==> src/rtl/serial_bus_arbiter.sv <==
// serial_bus_arbiter: round-robin arbiter sharing one bit-serial slave port among masters
module serial_bus_arbiter #(
  parameter int NUM_MASTERS = 2,
  parameter int ADDR_WIDTH = 16,
  parameter int DATA_WIDTH = 8,
  parameter int TIMEOUT = 64
) (
  input  logic                   clk,
  input  logic                   rst,
  input  logic [NUM_MASTERS-1:0] m_req,
  input  logic [NUM_MASTERS-1:0] m_mode,
  input  logic [NUM_MASTERS-1:0] m_wr_bus,
  input  logic [NUM_MASTERS-1:0] m_valid,
  input  logic [NUM_MASTERS-1:0] m_ready,
  output logic [NUM_MASTERS-1:0] m_grant,
  output logic [NUM_MASTERS-1:0] m_rd_bus,
  output logic [NUM_MASTERS-1:0] m_slave_ready,
  output logic [NUM_MASTERS-1:0] m_slave_valid,
  output logic                   s_mode,
  output logic                   s_wr_bus,
  output logic                   s_master_valid,
  output logic                   s_master_ready,
  input  logic                   s_rd_bus,
  input  logic                   s_slave_ready,
  input  logic                   s_slave_valid,
  output logic                   busy,
  output logic                   timeout
);
  localparam int IW = NUM_MASTERS > 1 ? $clog2(NUM_MASTERS) : 1;
  localparam int CW = $clog2(ADDR_WIDTH + DATA_WIDTH + 1);
  localparam int TW = $clog2(TIMEOUT);
  typedef enum logic [2:0] {IDLE, ADDR, WDATA, RDATA, REL} state_t;
  state_t state, state_n;
  logic [IW-1:0] owner, rr_ptr, win, k;
  logic [CW-1:0] cnt;
  logic [TW-1:0] idle;
  logic found, mode_q, xfer, beat, last, abort, expire;
  assign busy = |m_grant;
  assign xfer = state inside {ADDR, WDATA, RDATA};
  assign beat = (state == RDATA) ? (s_slave_valid & s_master_ready) : (s_master_valid & s_slave_ready);
  assign last = beat & (cnt == (state == ADDR ? CW'(ADDR_WIDTH - 1) : CW'(DATA_WIDTH - 1)));
  assign abort = !m_req[owner];
  assign expire = !beat & (idle == TW'(TIMEOUT - 1));
  // first requester at or after rr_ptr, wrapping around
  always_comb begin
    win = '0;
    found = 1'b0;
    k = '0;
    for (int i = 0; i < NUM_MASTERS; i++) begin
      k = IW'((int'(rr_ptr) + i) % NUM_MASTERS);
      if (!found && m_req[k]) begin
        win = k;
        found = 1'b1;
      end
    end
  end
  always_ff @(posedge clk) begin
    if (rst) begin
      state <= IDLE;
      m_grant <= '0;
      timeout <= 1'b0;
      rr_ptr <= '0;
      owner <= '0;
      mode_q <= 1'b0;
      cnt <= '0;
      idle <= '0;
    end else begin
      state <= state_n;
      if (state == IDLE && found) begin
        owner <= win;
        mode_q <= m_mode[win];
        rr_ptr <= (win == IW'(NUM_MASTERS - 1)) ? '0 : win + 1'b1;
      end
      m_grant <= (state_n inside {ADDR, WDATA, RDATA}) ? NUM_MASTERS'(1) << (state == IDLE ? win : owner) : '0;
      timeout <= xfer & !abort & expire;
      cnt <= (!xfer || last) ? '0 : cnt + CW'(beat);
      idle <= (!xfer || beat) ? '0 : idle + TW'(1);
    end
  end
  always_comb begin
    state_n = state;
    case (state)
      IDLE: state_n = found ? ADDR : IDLE;
      ADDR, WDATA, RDATA:
        state_n = abort ? REL : last ? (state == ADDR ? (mode_q ? WDATA : RDATA) : REL) : expire ? REL : state;
      default: state_n = IDLE;
    endcase
  end
  always_comb begin
    s_mode = busy & mode_q;
    s_wr_bus = busy & m_wr_bus[owner];
    s_master_valid = busy & m_valid[owner];
    s_master_ready = busy & m_ready[owner];
    m_rd_bus = busy ? NUM_MASTERS'(s_rd_bus) << owner : '0;
    m_slave_ready = busy ? NUM_MASTERS'(s_slave_ready) << owner : '0;
    m_slave_valid = busy ? NUM_MASTERS'(s_slave_valid) << owner : '0;
  end
endmodule

==> config.mk <==
export PLATFORM = sky130hd
export DESIGN_NAME = serial_bus_arbiter
export DESIGN_NICKNAME = d
export VERILOG_FILES = /design/src/rtl/serial_bus_arbiter.sv
export SDC_FILE = /design/constraint.sdc
export NUM_CORES = 1
export LEC_CHECK = 0
export BUFFER_PORTS_ARGS = -buffer_cell sky130_fd_sc_hd__buf_2
export CAP_MARGIN = 20
export CELL_PAD_IN_SITES_DETAIL_PLACEMENT = 2
export CELL_PAD_IN_SITES_GLOBAL_PLACEMENT = 2
export CORE_MARGIN = 2
export CORE_UTILIZATION = 30
export CTS_CLUSTER_DIAMETER = 120
export CTS_CLUSTER_SIZE = 30
export DETAILED_ROUTE_END_ITERATION = 12
export PLACE_DENSITY_LB_ADDON = 0.3
export SLEW_MARGIN = 30
export SYNTH_ARGS = -nofsm -noshare
export SYNTH_HDL_FRONTEND = slang
export SYNTH_SLANG_ARGS = --single-unit
==> constraint.sdc <==
create_clock -name clk -period 2.3 [get_ports clk]
set_input_delay 0.46 -clock clk [delete_from_list [all_inputs] [get_ports clk]]
set_output_delay 0.46 -clock clk [all_outputs]
set_load 0.02 [all_outputs]
# Word-level counts from Yosys, hierarchy flattened
# Index checks and enable logic that the tools add are counted.
# Widths: inputs -> output; s select.
[totals]
word_cells = 86
ff_bits = 20
[op_classes]
eq_ne = 8
n_reduce_logical = 15
n_addsub = 4
n_shift = 4
bitwise = 11
mux = 32
order_cmp = 4
[op_table]
columns = ["cell", "n"]
rows = [
  ["$mux 1", 23],
  ["$eq 3x2->1 const B", 4],
  ["$mux 3", 4],
  ["$and 1x1->1", 10],
  ["$lt 1x2->1 const B", 4],
  ["$reduce_or 2->1", 4],
  ["$add 6x1->6 const B", 1],
  ["$eq 3x1->1 const B", 2],
  ["$eq 6x6->1 const B", 1],
  ["$mux 2", 3],
  ["$pmux 3 s2", 1],
  ["$reduce_bool 3->1", 2],
  ["$shl 1x1->2", 3],
  ["$add 5x1->5", 1],
  ["$eq 5x4->1", 1],
  ["$mux 4", 1],
  ["$logic_not 1->1", 3],
  ["$logic_not 3->1", 1],
  ["$reduce_or 3->1", 1],
  ["$add 1x1->1 const B", 2],
  ["$logic_and 1x1->1", 2],
  ["$logic_or 1x1->1", 2],
  ["$shl 1x1->2 const A", 1],
  ["$not 1->1", 1],
]

# Logic depth before layout (Yosys ltp)
[depth]
ltp_word = 15
ltp_mapped = 10

# Least setup slack after synthesis
# Ideal clock, no wire load.
[synth_timing]
path_kind = "register to register"
from = "reg m_grant[1]"
to = "reg cnt[4]"
setup_slack_ns = 0.219
stages_incl_launch_ff = 11
arrival_time_ns = 1.967
t_required_ns = 2.186
n_path_buf = 0
setup_time_ns = 0.114
synth_period_minus_slack_ns = 2.081
path_cell_list = "dfxtp_1 -> nor2_2 -> inv_1 -> and4b_2 -> nor2_1 -> inv_1 -> ha_1 -> ha_1 -> nand3_1 -> xor2_1 -> nor2_1"
[synth_between]
elab_chain_cells = 7
word_cells_on_any_way = 10
cone_classes = "add/sub: 1; mux: 1; bitwise: 5; reduce/logical: 3"
[synth_lines]
columns = ["item", "line_no", "rtl"]
rows = [
  ["from (decl)", "15", "output logic [NUM_MASTERS-1:0] m_grant,"],
  ["from (signal assigned)", "74", "m_grant <= (state_n inside {ADDR, WDATA, RDATA}) ? NUM_MASTERS'(1) << (state == IDLE ? win : owner) : '0;"],
  ["$reduce_or 2->1 *", "38", "assign busy = |m_grant;"],
  ["via busy", "26", "output logic busy,"],
  ["$and 1x1->1, on equally long branches", "92, 93", ""],
  ["$and 1x1->1", "40", "assign beat = (state == RDATA) ? (s_slave_valid & s_master_ready) : (s_master_valid & s_slave_ready);"],
  ["$mux 1 *", "40", ""],
  ["parallel branches: the longest is 3 deep, another holds $add 5x1->5", "--", ""],
  ["to (signal assigned)", "76", "cnt <= (!xfer || last) ? '0 : cnt + CW'(beat);"],
  ["to (decl)", "35", "logic [CW-1:0] cnt;"],
]
# Mark *: on every way through the listed nets, which the timed path passes.
# A chain may end at the register's enable or synchronous reset.

# Worst setup path after layout
[layout_timing]
from = "reg owner"
to = "reg cnt[4]"
[layout_between]
elab_chain_cells = 8
word_cells_on_any_way = 13
cone_classes = "add/sub: 1; mux: 5; bitwise: 5; reduce/logical: 2"
[layout_lines]
columns = ["item", "line_no", "rtl"]
rows = [
  ["from (decl)", "34", "logic [IW-1:0] owner, rr_ptr, win, k;"],
  ["from (signal assigned)", "70", "owner <= win;"],
  ["$mux 1, on equally long branches (2 in series)", "92, 93", ""],
  ["$and 1x1->1, on equally long branches", "92, 93", ""],
  ["$and 1x1->1", "40", ""],
  ["$mux 1 *", "40", ""],
  ["parallel branches: the longest is 3 deep, another holds $add 5x1->5", "--", ""],
]
# Mark *: on every way between the ends. The select of a mux whose other input is x is not followed.

==> results.md <==
* Outcome: completed
* Post-Syn Area at roughly 1000 um2
* First-pass DRT Iterations at 3
* Root buffer cell: clkbuf_4
* GRT Residual Overflow at 0
* Syn avg cell area at slightly above 9 um2
* Largest net degree at the start of global routing at 12
* Leak at approximately 0.59 nW
* Antenna Nets Post-Route at 0
* Setup TNS at 0 ns
* Share of post-route cells with drive strength above 1 at 0.3400
* Placed Cells at between 150 and 200
* Final Hold Vio Count at 0
* Layout fillers at 394
* Final Util at 0.3952
* Multi-input logic area at 631.9 um2
* HP Class: in2reg
* DP HPWL at between 2000 and 2500 um
* Cell variety after synth at 37
* Synth Area in Simple Gates at 0.3090
* Worst Skew at approximately 0.0044 ns
* First-pass GRT wire length at just over 5000 um
* Routed WL at 3034 um
* Via count at about 1000
* Vias in the first global route at 1060
* Register Area at 404.1 um2
* Sequential area share after synthesis at 0.3832
* Mux contribution to synthesized area at 0.04790
* RSZ-0062 raised after global routing: no
* Area after DPL at approximately 1300 um2
* Crit path DAT at 2.21 ns
* I/O pin total at 29
* Vias per cell at around 5.1
* Critical setup path kind: reg2reg
* Most frequent cells in the layout: 28 x buf_2, 19 x nor2_1, 17 x dfxtp_1
* CTS sink cnt at 20
* Commonest non-fill, non-tap cell in the layout: buf_2
* H-Tree Depth at 1
* Final Critical Period at between 1.5 and 2 ns
* Site row count at 21
* Hold Buf Count CTS at 0
* Routed WL per cell at approximately 15 um
* Maxcap violations at 0
* Final Max Slew Viols at 0
* Gate Count Post-Synth at roughly 120
* Clk slew on worst S/H paths at roughly 0.11 ns
* Main combinational cell family by area after synthesis: simple AND/OR/NAND/NOR gates
* Clk_lat worst skew at approximately 0.30 ns
* Syn-to-layout area delta at 26.23%
* Die area at between 3000 and 4000 um2
* CTS Buffer Depth at 2
* Startpoint Class: flop
* Critical Path RT at ~2.5 ns
* Antenna cells at 0
* Max Freq at 0.5002 GHz
* Routability cong. at between 0.7 and 0.8
* Crit-path max FO at 8
* GRT Util Overall at 0.1657
* Yosys warns at 0
* Core outline area at around 3300 um2
* Overall power at roughly 750 uW
* Adder-cell share of the synthesized area at 0.03593
* TritonCTS buffer count at 3
* Final instance area at approximately 1300 um2
* Port buffer count at 28
* Drt drc at 0
* Initial Utilization at 0.3131
* CTS tree: done
* Setup violators final at 0
* Compound-gate portion of the synthesized area at 0.1281
* Iteration-0 DRC Markers at 28
* Setup crit end kind: flop
* Synth Register Bits at 20
* Synth Area in XOR/XNOR at 0.06707
* Die width at roughly 63 um
* Final period util at 0.8692
* Syn_nets at 133
* Initial antenna violation count at 0
* Worst IR drop on VDD at around 0.00025 V
* FFs w/ async S/R, synth at 0
* Max_slew headroom at 0.6029
* Post-Layout Cell Count at slightly below 200
* Worst-Margin Slew at between 0.5 and 0.6 ns
* Die height at around 63 um
* PD cells at ~570 nW/um2
* Ys flop type: dfxtp_1
* EDFF count, synth at 0
* Nets at between 150 and 200
==> stage by stage <==
stage               hold WS [ns]  setup slack (ns)
floorplan                 0.4179            0.2188
global placement          0.4317            0.1638
detailed placement        0.4374           0.03529
CTS                       0.3866           0.02695
global route              0.3860           0.03612
finish                    0.4044            0.3009
==> logic make-up (layout without fill, tap and decap cells) <==
kind of cell               Yosys count  in the layout
adders and majority gates            3              3
AOI/OAI and AO/OA                   16             16
muxes                                5              5
xor gates and xnor gates             8              8
and+or+nand+nor                     57             57
DFF                                 20             20
buffers and inverters                6             41
==> metal layers <==
metal  vias up  global-route usage  share of wire
li1        487                   -              -
met1       481              0.1954           0.43
met2        23              0.2992           0.52
met3         4             0.02703          0.039
met4         0             0.05833          0.011
met5         -                   0              0
==> timing repair <==
| item | 4_1_cts | 5_1_grt |
|---|---|---|
| buffers inserted | 0 | 1 |
| resized for setup | 0 | 7 |
| endpoints found under the setup margin | 0 | 5 |
==> area by class of cell <==
class	instances	share of cell area
Clock buffer	4	0.02751
Inverter	5	0.01423
Multi-Input combinational cell	89	0.4791
Sequential cell	20	0.3065
Tap cell	46	0.04364
Timing Repair Buffer	32	0.1290
==> cells in the mapped netlist (all sizes together) (2+ instances only) <==
library cell | count | area share
mux2i | 5 | 0.048
nand3 | 4 | 0.019
a21oi | 4 | 0.019
and4b | 2 | 0.020
nor3b | 4 | 0.029
nor2 | 21 | 0.078
nand2 | 4 | 0.014
dfxtp | 20 | 0.38
o21ai | 3 | 0.014
inv | 5 | 0.018
a41oi | 2 | 0.024
ha | 3 | 0.036
or3 | 2 | 0.014
nor3 | 3 | 0.014
xnor2 | 5 | 0.042
and3 | 8 | 0.049
xor2 | 3 | 0.025
and2 | 2 | 0.012
==> final timing paths <==
path | end | slack (ns) | startpoint | depth (start not counted)
max | cnt[4] | 0.30 | owner | 9
min | rr_ptr | 0.40 | m_req[1] | 2
max reg2reg | cnt[4] | 0.30 | owner | 9
min reg2reg | idle[0] | 0.46 | idle[0] | 1
==> report_power, final <==
part	internal [mW]	total, mW	switching, mW
Clock	0.0966	0.206	0.110
Sequential	0.361	0.377	0.0159
Combinational	0.0654	0.165	0.0992
==> registers in the layout, summed over array words and instances, names as in the netlist <==
register	flops
cnt	5
idle	6
timeout	1
mode_q	1
m_grant	2
rr_ptr	1
owner	1
state	3
==> worst max-delay path: stages (launching register included) <==
cell and delay (ns):
dfxtp_2 0.43, mux2i_1 0.27, and4b_2 0.28, nor2_2 0.17
inv_1 0.06, ha_1 0.19, ha_1 0.21, nand3_1 0.10
xor2_1 0.14, nor2_1 0.05
Power figures use the tool's default switching activity.
